## src/rtl/alarma_pkg.sv

```systemverilog
// alarma_pkg: shared FSM encoding, default parameters and prescaler width helper for the temperature alarm
package alarma_pkg;
  typedef enum logic [1:0] {
    NORMAL   = 2'd0,
    SOSPECHA = 2'd1,
    ALARMA   = 2'd2,
    RECUPERA = 2'd3
  } estado_t;
  localparam int N_CONFIRMA_DEF = 3;
  localparam int N_LIBERA_DEF = 2;
  localparam int DIV_PARPADEO_DEF = 25_000_000;
  function automatic int ancho_pre(input int div);
    return (div > 1) ? $clog2(div) : 1;
  endfunction
endpackage

```

## src/rtl/alarma_temp_if.sv

```systemverilog
// alarma_temp_if: comparator-side inputs and indicator/status outputs of the temperature alarm
interface alarma_temp_if #(parameter int ANCHO_EVT = 8);
  logic                 muestra_valida;
  logic                 fuera_rango;
  logic                 reconocer;
  logic                 alarma;
  logic                 reconocida;
  logic                 led_alarma;
  logic [1:0]           estado;
  logic [ANCHO_EVT-1:0] num_eventos;
  modport master (
    output muestra_valida, fuera_rango, reconocer,
    input  alarma, reconocida, led_alarma, estado, num_eventos
  );
  modport slave (
    input  muestra_valida, fuera_rango, reconocer,
    output alarma, reconocida, led_alarma, estado, num_eventos
  );
endinterface

```

## src/rtl/divisor_parpadeo.sv

```systemverilog
// divisor_parpadeo: LED blink phase; toggles every DIV cycles while enabled, parks high otherwise
module divisor_parpadeo
  import alarma_pkg::*;
#(
  parameter int DIV = DIV_PARPADEO_DEF
) (
  input  logic clk,
  input  logic rst_n,
  input  logic habilita,
  output logic fase
);
  localparam int W = ancho_pre(DIV);
  localparam logic [W-1:0] TOPE = W'(DIV - 1);
  logic [W-1:0] pre;
  always_ff @(posedge clk) begin
    if (!rst_n) begin
      pre  <= '0;
      fase <= 1'b0;
    end else if (!habilita) begin
      pre  <= '0;
      fase <= 1'b1;
    end else begin
      pre  <= (pre == TOPE) ? '0 : pre + 1'b1;
      fase <= (pre == TOPE) ? ~fase : fase;
    end
  end
endmodule

```

## src/rtl/alarma_temp.sv

```systemverilog
// alarma_temp: debounces the out-of-range flag, latches the alarm, handles acknowledge, LED and event count
module alarma_temp
  import alarma_pkg::*;
#(
  parameter int N_CONFIRMA   = N_CONFIRMA_DEF,
  parameter int N_LIBERA     = N_LIBERA_DEF,
  parameter int DIV_PARPADEO = DIV_PARPADEO_DEF,
  parameter int ANCHO_EVT    = 8
) (
  input  logic clk,
  input  logic rst_n,
  alarma_temp_if.slave bus
);
  localparam int CW = $clog2((N_CONFIRMA > N_LIBERA ? N_CONFIRMA : N_LIBERA) + 1);
  estado_t              estado_q, estado_d;
  logic [CW-1:0]        cnt_q, cnt_d;
  logic                 evento;
  logic                 alarma;
  logic                 reconocida_q, reconocida_d;
  logic [ANCHO_EVT-1:0] num_q;
  logic                 fase;
  always_ff @(posedge clk) begin
    if (!rst_n) begin
      estado_q     <= NORMAL;
      cnt_q        <= '0;
      reconocida_q <= 1'b0;
      num_q        <= '0;
    end else begin
      estado_q     <= estado_d;
      cnt_q        <= cnt_d;
      reconocida_q <= reconocida_d;
      num_q        <= (evento && !(&num_q)) ? num_q + 1'b1 : num_q;
    end
  end
  always_comb begin
    estado_d = estado_q;
    cnt_d    = cnt_q;
    evento   = 1'b0;
    if (bus.muestra_valida) begin
      case (estado_q)
        NORMAL: begin
          estado_d = bus.fuera_rango ? SOSPECHA : NORMAL;
          cnt_d    = bus.fuera_rango ? CW'(1) : '0;
        end
        SOSPECHA: begin
          if (!bus.fuera_rango) begin
            estado_d = NORMAL;
            cnt_d    = '0;
          end else if (int'(cnt_q) + 1 == N_CONFIRMA) begin
            estado_d = ALARMA;
            cnt_d    = '0;
            evento   = 1'b1;
          end else begin
            cnt_d = cnt_q + 1'b1;
          end
        end
        ALARMA: begin
          estado_d = bus.fuera_rango ? ALARMA : RECUPERA;
          cnt_d    = bus.fuera_rango ? cnt_q : CW'(1);
        end
        RECUPERA: begin
          if (bus.fuera_rango) begin
            estado_d = ALARMA;
            cnt_d    = '0;
          end else if (int'(cnt_q) + 1 == N_LIBERA) begin
            estado_d = NORMAL;
            cnt_d    = '0;
          end else begin
            cnt_d = cnt_q + 1'b1;
          end
        end
      endcase
    end
  end
  always_comb begin
    alarma       = (estado_q == ALARMA) || (estado_q == RECUPERA);
    reconocida_d = (estado_d == NORMAL || estado_d == SOSPECHA) ? 1'b0
                 : reconocida_q | (bus.reconocer & alarma);
  end
  divisor_parpadeo #(.DIV(DIV_PARPADEO)) u_div (
    .clk      (clk),
    .rst_n    (rst_n),
    .habilita (alarma & ~reconocida_q),
    .fase     (fase)
  );
  assign bus.alarma      = alarma;
  assign bus.reconocida  = reconocida_q;
  assign bus.led_alarma  = alarma & (reconocida_q | fase);
  assign bus.estado      = estado_q;
  assign bus.num_eventos = num_q;
endmodule

```

## src/flat_wrapper.sv

```systemverilog
// flat-port wrapper written by rule: the top's interface ports become plain ports
module alarma_temp_flat import alarma_pkg::*;
#(
  parameter int N_CONFIRMA   = N_CONFIRMA_DEF,
  parameter int N_LIBERA     = N_LIBERA_DEF,
  parameter int DIV_PARPADEO = DIV_PARPADEO_DEF,
  parameter int ANCHO_EVT    = 8
)
  (clk, rst_n, bus_muestra_valida, bus_fuera_rango, bus_reconocer, bus_alarma, bus_reconocida, bus_led_alarma, bus_estado, bus_num_eventos);
  alarma_temp_if #(.ANCHO_EVT(ANCHO_EVT)) bus_i ();
  input  logic clk;
  input  logic rst_n;
  input wire logic [$bits(bus_i.muestra_valida)-1:0] bus_muestra_valida;
  input wire logic [$bits(bus_i.fuera_rango)-1:0] bus_fuera_rango;
  input wire logic [$bits(bus_i.reconocer)-1:0] bus_reconocer;
  output wire logic [$bits(bus_i.alarma)-1:0] bus_alarma;
  output wire logic [$bits(bus_i.reconocida)-1:0] bus_reconocida;
  output wire logic [$bits(bus_i.led_alarma)-1:0] bus_led_alarma;
  output wire logic [$bits(bus_i.estado)-1:0] bus_estado;
  output wire logic [$bits(bus_i.num_eventos)-1:0] bus_num_eventos;
  assign bus_i.muestra_valida = bus_muestra_valida;
  assign bus_i.fuera_rango = bus_fuera_rango;
  assign bus_i.reconocer = bus_reconocer;
  assign bus_alarma = bus_i.alarma;
  assign bus_reconocida = bus_i.reconocida;
  assign bus_led_alarma = bus_i.led_alarma;
  assign bus_estado = bus_i.estado;
  assign bus_num_eventos = bus_i.num_eventos;
  alarma_temp #(.N_CONFIRMA(N_CONFIRMA), .N_LIBERA(N_LIBERA), .DIV_PARPADEO(DIV_PARPADEO), .ANCHO_EVT(ANCHO_EVT)) u_core (.clk(clk), .rst_n(rst_n), .bus(bus_i));
endmodule
```

## config.mk

```make
export PLATFORM = sky130hd
export DESIGN_NAME = alarma_temp_flat
export DESIGN_NICKNAME = d
export VERILOG_FILES = /design/src/rtl/alarma_pkg.sv /design/src/rtl/alarma_temp_if.sv /design/src/rtl/divisor_parpadeo.sv /design/src/rtl/alarma_temp.sv /design/src/flat_wrapper.sv
export SDC_FILE = /design/constraint.sdc
export NUM_CORES = 1
export LEC_CHECK = 0
export CAP_MARGIN = 15
export CORE_MARGIN = 4
export CORE_UTILIZATION = 60
export CTS_CLUSTER_SIZE = 20
export DETAILED_ROUTE_END_ITERATION = 10
export GPL_ROUTABILITY_DRIVEN = 0
export PLACE_DENSITY = 0.93
export REMOVE_ABC_BUFFERS = 1
export SLEW_MARGIN = 5
export SYNTH_ARGS = -nofsm -noshare
export SYNTH_HDL_FRONTEND = slang
export SYNTH_SLANG_ARGS = --single-unit
```

## constraint.sdc

```tcl
create_clock -name clk -period 4.3 [get_ports clk]
set_input_delay 1.075 -clock clk [delete_from_list [all_inputs] [get_ports clk]]
set_output_delay 1.075 -clock clk [all_outputs]
set_load 0.005 [all_outputs]
```

==> results of run 1 <==
-- cell usage after synthesis, types with 4 or more instances --
master                     number
sky130_fd_sc_hd__or4_1          4
sky130_fd_sc_hd__and4_1         4
sky130_fd_sc_hd__nand3b_1       4
sky130_fd_sc_hd__nor3_1         4
sky130_fd_sc_hd__nand4_1        6
sky130_fd_sc_hd__a21oi_1       19
sky130_fd_sc_hd__and3_1         6
sky130_fd_sc_hd__nor2_1        19
sky130_fd_sc_hd__o21ai_0       13
sky130_fd_sc_hd__xor2_1         9
sky130_fd_sc_hd__nand3_1       11
sky130_fd_sc_hd__inv_1          8
sky130_fd_sc_hd__buf_2          8
sky130_fd_sc_hd__or3_1         10
sky130_fd_sc_hd__dfxtp_1       39
sky130_fd_sc_hd__o31ai_1        7
sky130_fd_sc_hd__nand2_1       14
-- worst max-delay path, cell delays in order (launching register included) --
cell                              delay, ns
sky130_fd_sc_hd__dfxtp_1               0.53
sky130_fd_sc_hd__inv_1                 0.18
sky130_fd_sc_hd__nor2_1                0.14
sky130_fd_sc_hd__clkdlybuf4s50_1       0.51
-- metrics by stage --
step | total power (W) | area (µm²) | setup slack, ns
global placement | 0.000391 | 2100 | 1.49
detailed placement | 0.000391 | 2100 | 1.43
global route | 0.000615 | 2160 | 1.37
CTS | 0.000597 | 2160 | 1.50
finish | 0.000593 | 2160 | 1.51
floorplan | 0.000381 | 1860 | 2.17
-- per-layer routing --
metal  GRT usage  share of wire  wire length [µm]  up-vias
li1            -              -                 -      844
met1       0.263           0.48              1770      772
met2       0.313           0.47              1740       18
met3      0.0485          0.025                93        7
met4      0.0765          0.015                55        0
met5           0              0                 0        -
-- sequential cells by signal (all words and copies together), names as in the netlist --
name and count:
u_core.bus.estado 2, u_core.cnt_q 2, u_core.u_div.fase 1, u_core.bus.reconocida 1, u_core.bus.num_eventos 8, u_core.u_div.pre 25
-- path summary, 6_finish.rpt --
path,startpoint,endpoint
setup / recovery,u_core.bus.estado[1]$_SDFF_PN0_,bus_led_alarma
hold / removal,u_core.u_div.pre[0]$_SDFF_PP0_,u_core.u_div.pre[0]$_SDFF_PP0_
setup reg to reg,u_core.u_div.pre[2]$_SDFF_PP0_,u_core.u_div.pre[21]$_SDFF_PP0_
hold reg to reg,u_core.u_div.pre[0]$_SDFF_PP0_,u_core.u_div.pre[0]$_SDFF_PP0_
-- kinds of logic (layout without fill, tap and decap cells) --
group	after synthesis	count (layout)	synth area share
AOI/OAI and AO/OA	52	52	0.169
xor gates and xnor gates	11	11	0.0500
adders and majority gates	2	2	0.0130
buffers and inverters	20	34	0.0487
DFF	39	39	0.405
muxes	1	1	0.00520
and+or+nand+nor	98	98	0.308
-- power groups by stage --
stage | clock network [W] | registers [W] | logic (W)
floorplan | 0 | 0.000374 | 0.00000723
global placement | 0 | 0.000375 | 0.0000161
detailed placement | 0 | 0.000375 | 0.0000164
CTS | 0.000214 | 0.000367 | 0.0000165
global route | 0.000229 | 0.000367 | 0.0000183
finish | 0.000210 | 0.000367 | 0.0000165
-- final cells by class --
class,instances,area share
Sequential cell,39,0.361
Multi-Input combinational cell,164,0.486
Inverter,8,0.0139
Clock buffer,8,0.0318
Tap cell,44,0.0254
Timing Repair Buffer,18,0.0821
-- cells in the final DEF (no fill, tap or decap), types with 2 or more instances in the layout --
cell type and count:
sky130_fd_sc_hd__clkbuf_8 2, sky130_fd_sc_hd__nor2_1 19, sky130_fd_sc_hd__a211oi_1 2, sky130_fd_sc_hd__nand2_1 14, sky130_fd_sc_hd__or4_1 4, sky130_fd_sc_hd__or3_2 2
sky130_fd_sc_hd__or4_4 2, sky130_fd_sc_hd__nand3b_1 4, sky130_fd_sc_hd__o21ai_0 13, sky130_fd_sc_hd__and4_1 4, sky130_fd_sc_hd__a21oi_2 2, sky130_fd_sc_hd__xor2_1 9
sky130_fd_sc_hd__nand4_1 6, sky130_fd_sc_hd__inv_1 8, sky130_fd_sc_hd__dfxtp_1 39, sky130_fd_sc_hd__nor3_1 4, sky130_fd_sc_hd__or3_1 10, sky130_fd_sc_hd__nand3_1 11
sky130_fd_sc_hd__clkdlybuf4s50_1 17, sky130_fd_sc_hd__o31ai_1 7, sky130_fd_sc_hd__a21oi_1 19, sky130_fd_sc_hd__nor2b_1 2, sky130_fd_sc_hd__nor4_1 2, sky130_fd_sc_hd__ha_1 2
sky130_fd_sc_hd__clkbuf_4 5, sky130_fd_sc_hd__nand4_2 2, sky130_fd_sc_hd__and3_1 6, sky130_fd_sc_hd__xnor2_1 2
==> out/results.txt, run 1 <==
Min Clock Period, post-route -> 2.79 ns
number of enable-type register cells in the synthesized netlist -> 0
Area Overhead vs Synth -> 12.3%
antenna violations before repair -> 0
switching power total -> 0.000125 W
register area -> 781 µm²
fraction of final layout cells sized beyond drive strength 1 -> 0.0844
DRT antenna net count -> 0
status -> finished clean
starting density of the core -> 0.631
final setup fails -> 0
Switching Share -> 0.211
Die Wd -> 64.7 µm
Fmax achieved -> 0.359 GHz
total wire length -> 3.66 mm
unrepaired setup endpoints after global routing -> false
worst-case clock buffer depth -> 2
area of the mapped netlist -> 1930 µm²
maximum number of pins on one net before global-route repair -> 25
category of the most critical setup path -> reg -> out
antenna cell count -> 0
worst vdd rail ir drop -> 0.000187 V
Global Route Usage Sum -> 0.199
setup tns final -> 0 ns
std cell rows -> 20
CTS hold repair buffers -> 0
share of total power in the clock network -> 0.354
Cells after DPL -> 273
insertion delay to the later sink of the worst-skew pair -> 0.35 ns
element type at the critical path end -> output port
total grt overflow -> 0
count of state elements after synthesis -> 39
vias in the first global route -> 1559
port buffer count -> 17
share of the clock period used by the worst path after layout -> 0.648
DR iter-0 viols -> 76
Avg Cell Area, Syn -> 8.64 µm²
height of the chip -> 64.7 µm
PD cells -> 274 nW/µm²
routed length per instance -> 13.0 µm
synth warn -> 0
part of the total power dissipated in combinational logic -> 0.028
cells taking the most area after synthesis -> sky130_fd_sc_hd__dfxtp_1 (41%), sky130_fd_sc_hd__a21oi_1 (4.9%), sky130_fd_sc_hd__xor2_1 (4.1%)
clock input transition at the sequential cells of the worst setup and hold paths -> 0.10 ns
internal power -> 0.000468 W
clock sink count -> 39
top-level I/O count -> 18
total number of vias -> 1641
proportion of synthesized flip-flops having asynchronous set or reset -> 0
min-delay worst type -> reg -> reg
first-pass detailed-route iteration total -> 4
Final #Nets -> 243
library cell occupying the most area in the post-synthesis netlist -> sky130_fd_sc_hd__dfxtp_1
arrival time of data at the critical path endpoint -> 1.71 ns
post-detailed-route DRC marker count -> 0
sequential share of power -> 0.619
Die Area -> 4180 µm²
final number of max-transition violations -> 0
synthesized instance count -> 223
number of distinct library cells after synthesis -> 45
type of element launching the critical path -> flip-flop
Filler Cells Inserted -> 254
max-cap viol count -> 0
register-to-register setup slack -> 2.30 ns
main flop type after synthesis -> sky130_fd_sc_hd__dfxtp_1
post-CTS setup buffer count -> 0
clock root buffer -> sky130_fd_sc_hd__clkbuf_4
Via density -> 5.84
worst relative slew slack -> 0.700
# H-tree levels -> 2
Lkg Pwr -> 0.710 nW
post-cts repair resize count -> 0
area fraction of the dominant cell type after synthesis -> 0.405
total area of multi-input combinational cells -> 1050 µm²
first-pass GRT wire length -> 6.64 mm
post-DP HPWL -> 2.56 mm
placeable core region -> 3050 µm²
FF-to-FF path depth -> 4
post-synthesis sequential area ratio -> 0.405
Final Hold Vio Count -> 0
end-of-flow core utilization -> 0.709
required time of the critical path -> 3.22 ns
largest clock skew in the final design -> 0.00724 ns
Hold WS -> 0.449 ns
Worst Max-Slew Pin Slew -> 0.449 ns
cts bufs inserted -> 5
non-filler instance count after layout -> 281
clock tree from TritonCTS -> built
hold-critical path depth -> 1
top fanout value on the critical path -> 10
(Power assumes the default switching activity.)
==> inputs of run 2 (changes only) <==
- CORE_UTILIZATION: 60 -> 56
- PLACE_DENSITY: 0.93 -> 0.88
- clock period: 4.3 -> 2.7 ns (I/O delays scaled with it)
==> out/results.txt, run 2 (synthesized netlist as in run 1, its figures left out) <==
final setup fails -> 0 (unchanged)
maximum number of pins on one net before global-route repair -> 25 (unchanged)
FF-to-FF path depth -> 4 (unchanged)
placeable core region -> 3340 µm² (was 3050 µm²)
top sig layer -> met4 (unchanged)
part of the total power dissipated in combinational logic -> 0.033 (was 0.028)
insertion delay to the later sink of the worst-skew pair -> 0.35 ns (about the same)
DRT antenna net count -> 0 (unchanged)
unrepaired setup endpoints after global routing -> false (unchanged)
end-of-flow core utilization -> 0.651 (was 0.709)
total number of vias -> 1642 (was 1641)
top-level I/O count -> 18 (unchanged)
final number of max-transition violations -> 0 (unchanged)
starting density of the core -> 0.577 (was 0.631)
max-cap viol count -> 0 (unchanged)
Die Area -> 4440 µm² (was 4180 µm²)
Lkg Pwr -> 0.715 nW (was 0.710 nW)
total wire length -> 3.77 mm (was 3.66 mm)
met3 WL -> 122 µm (was 93 µm)
DR iter-0 viols -> 90 (was 76)
# H-tree levels -> 2 (unchanged)
port buffer count -> 17 (unchanged)
Switching Share -> 0.226 (was 0.211)
Via density -> 5.74 (was 5.84)
worst vdd rail ir drop -> 0.000319 V (was 0.000187 V)
number of flip-flops under the largest register name -> 25 (unchanged)
capturing instance or port of the critical path -> bus_led_alarma (unchanged)
total area of multi-input combinational cells -> 1050 µm² (unchanged)
height of the chip -> 66.7 µm (was 64.7 µm)
post-CTS setup buffer count -> 0 (unchanged)
worst-case clock buffer depth -> 2 (unchanged)
Area Overhead vs Synth -> 12.7% (was 12.3%)
Final #Nets -> 246 (was 243)
commonest cells after routing, fill and taps aside -> sky130_fd_sc_hd__dfxtp_1 (39), sky130_fd_sc_hd__nor2_1 (19), sky130_fd_sc_hd__a21oi_1 (19) (unchanged)
Min Clock Period, post-route -> 2.40 ns
fraction of final layout cells sized beyond drive strength 1 -> 0.0917 (was 0.0844)
Fmax achieved -> 0.416 GHz
post-cts repair resize count -> 0 (unchanged)
endpoint of the most critical register-to-register path -> u_core.u_div.pre[23]$_SDFF_PP0_ (was u_core.u_div.pre[21]$_SDFF_PP0_)
CTS hold repair buffers -> 0 (unchanged)
Largest Register -> u_core.u_div.pre (unchanged)
register area -> 781 µm² (unchanged)
sequential share of power -> 0.649 (was 0.619)
required time of the critical path -> 2.03 ns (was 3.22 ns)
type of element launching the critical path -> flip-flop (unchanged)
met2 wire length -> 1.69 mm (was 1.74 mm)
Final Cell Area -> 2170 µm² (was 2160 µm²)
std cell rows -> 21 (was 20)
Global Route Usage Sum -> 0.194 (was 0.199)
cts bufs inserted -> 5 (unchanged)
most common cell after layout, fill and taps aside -> sky130_fd_sc_hd__dfxtp_1 (unchanged)
category of the most critical setup path -> reg -> out (unchanged)
clock sink count -> 39 (unchanged)
share of the clock period used by the worst path after layout -> 0.891
post-detailed-route DRC marker count -> 0 (unchanged)
share of total power in the clock network -> 0.317 (was 0.354)
routed length per instance -> 13.2 µm (was 13.0 µm)
first-pass detailed-route iteration total -> 4 (unchanged)
switching power total -> 0.000203 W (was 0.000125 W)
total grt overflow -> 0 (unchanged)
met1 layer wirelength in the final routing -> 1.88 mm (was 1.77 mm)
first element of the critical path -> u_core.bus.estado[1]$_SDFF_PN0_ (unchanged)
top fanout value on the critical path -> 10 (unchanged)
min-delay worst type -> reg -> reg (unchanged)
PD cells -> 415 nW/µm² (was 274 nW/µm²)
clock tree from TritonCTS -> built (unchanged)
first-pass GRT wire length -> 6.74 mm (was 6.64 mm)
largest clock skew in the final design -> 0.0163 ns (was 0.00724 ns)
dpl cell area -> 2120 µm² (was 2100 µm²)
post-DP HPWL -> 2.60 mm (was 2.56 mm)
arrival time of data at the critical path endpoint -> 1.73 ns (was 1.71 ns)
antenna cell count -> 0 (unchanged)
worst relative slew slack -> 0.689 (was 0.700)
Final Hold Vio Count -> 0 (unchanged)
launching point of the worst reg2reg path -> u_core.u_div.pre[2]$_SDFF_PP0_ (unchanged)
element type at the critical path end -> output port (unchanged)
Die Wd -> 66.7 µm (was 64.7 µm)
antenna violations before repair -> 0 (unchanged)
Filler Cells Inserted -> 292 (was 254)
register-to-register setup slack -> 0.67 ns (was 2.30 ns)
worst setup slack after placement -> 0.358 ns (was 1.43 ns)
Worst Max-Slew Pin Slew -> 0.465 ns (was 0.449 ns)
status -> finished clean (unchanged)
clock root buffer -> sky130_fd_sc_hd__clkbuf_4 (unchanged)
crit path setup slack, layout -> 0.295 ns (was 1.51 ns)
clock input transition at the sequential cells of the worst setup and hold paths -> 0.12 ns (was 0.10 ns)
setup tns final -> 0 ns (unchanged)
internal power -> 0.000697 W (was 0.000468 W)
hold-critical path depth -> 1 (unchanged)
power after layout -> 0.000900 W (was 0.000593 W)
vias in the first global route -> 1594 (was 1559)
==> run 2: area by class of cell <==
class,count,area share
timing repair buffer,21,0.0922
inverter,8,0.0138
multi-input combinational,164,0.485
tap,46,0.0265
sequential,39,0.360
clock buffer,7,0.0207
clock inverter,1,0.00231
==> run 2: power by group through the flow <==
stage / Combinational (W) / Sequential [W] / Clock [W]
2_1_floorplan: 0.0000115 / 0.000596 / 0
3_3_place_gp: 0.0000292 / 0.000597 / 0
3_5_place_dp: 0.0000299 / 0.000597 / 0
4_1_cts: 0.0000300 / 0.000584 / 0.000296
5_1_grt: 0.0000333 / 0.000585 / 0.000318
6_report: 0.0000301 / 0.000584 / 0.000286
==> run 2: routing by layer <==
metal  vias up  GRT usage
met3         6     0.0506
li1        845          -
met5         -          0
met1       757      0.253
met4         0     0.0888
met2        34      0.297
==> run 2: worst min-delay path by stage <==
stage | startpoint | slack (ns) | end
after CTS | u_core.u_div.pre[0]$_SDFF_PP0_ | 0.46 | u_core.u_div.pre[0]$_SDFF_PP0_
final | u_core.u_div.pre[0]$_SDFF_PP0_ | 0.45 | u_core.u_div.pre[0]$_SDFF_PP0_
after global placement | u_core.u_div.pre[0]$_SDFF_PP0_ | 0.42 | u_core.u_div.pre[0]$_SDFF_PP0_
after detailed placement | u_core.u_div.pre[0]$_SDFF_PP0_ | 0.44 | u_core.u_div.pre[0]$_SDFF_PP0_
after floorplan | u_core.u_div.pre[0]$_SDFF_PP0_ | 0.41 | u_core.u_div.pre[0]$_SDFF_PP0_
after global routing | u_core.u_div.pre[0]$_SDFF_PP0_ | 0.46 | u_core.u_div.pre[0]$_SDFF_PP0_
==> run 2: critical path, cell delays in order, from the launching register on <==
cell and delay (ns):
sky130_fd_sc_hd__dfxtp_1 0.53, sky130_fd_sc_hd__inv_1 0.18, sky130_fd_sc_hd__nor2_1 0.15, sky130_fd_sc_hd__clkdlybuf4s50_1 0.52
==> run 2: per-stage QoR <==
step                cells  hold slack, ns
global placement      278           0.423
global route          286           0.459
detailed placement    278           0.441
finish                286           0.452
floorplan             211           0.413
CTS                   286           0.456
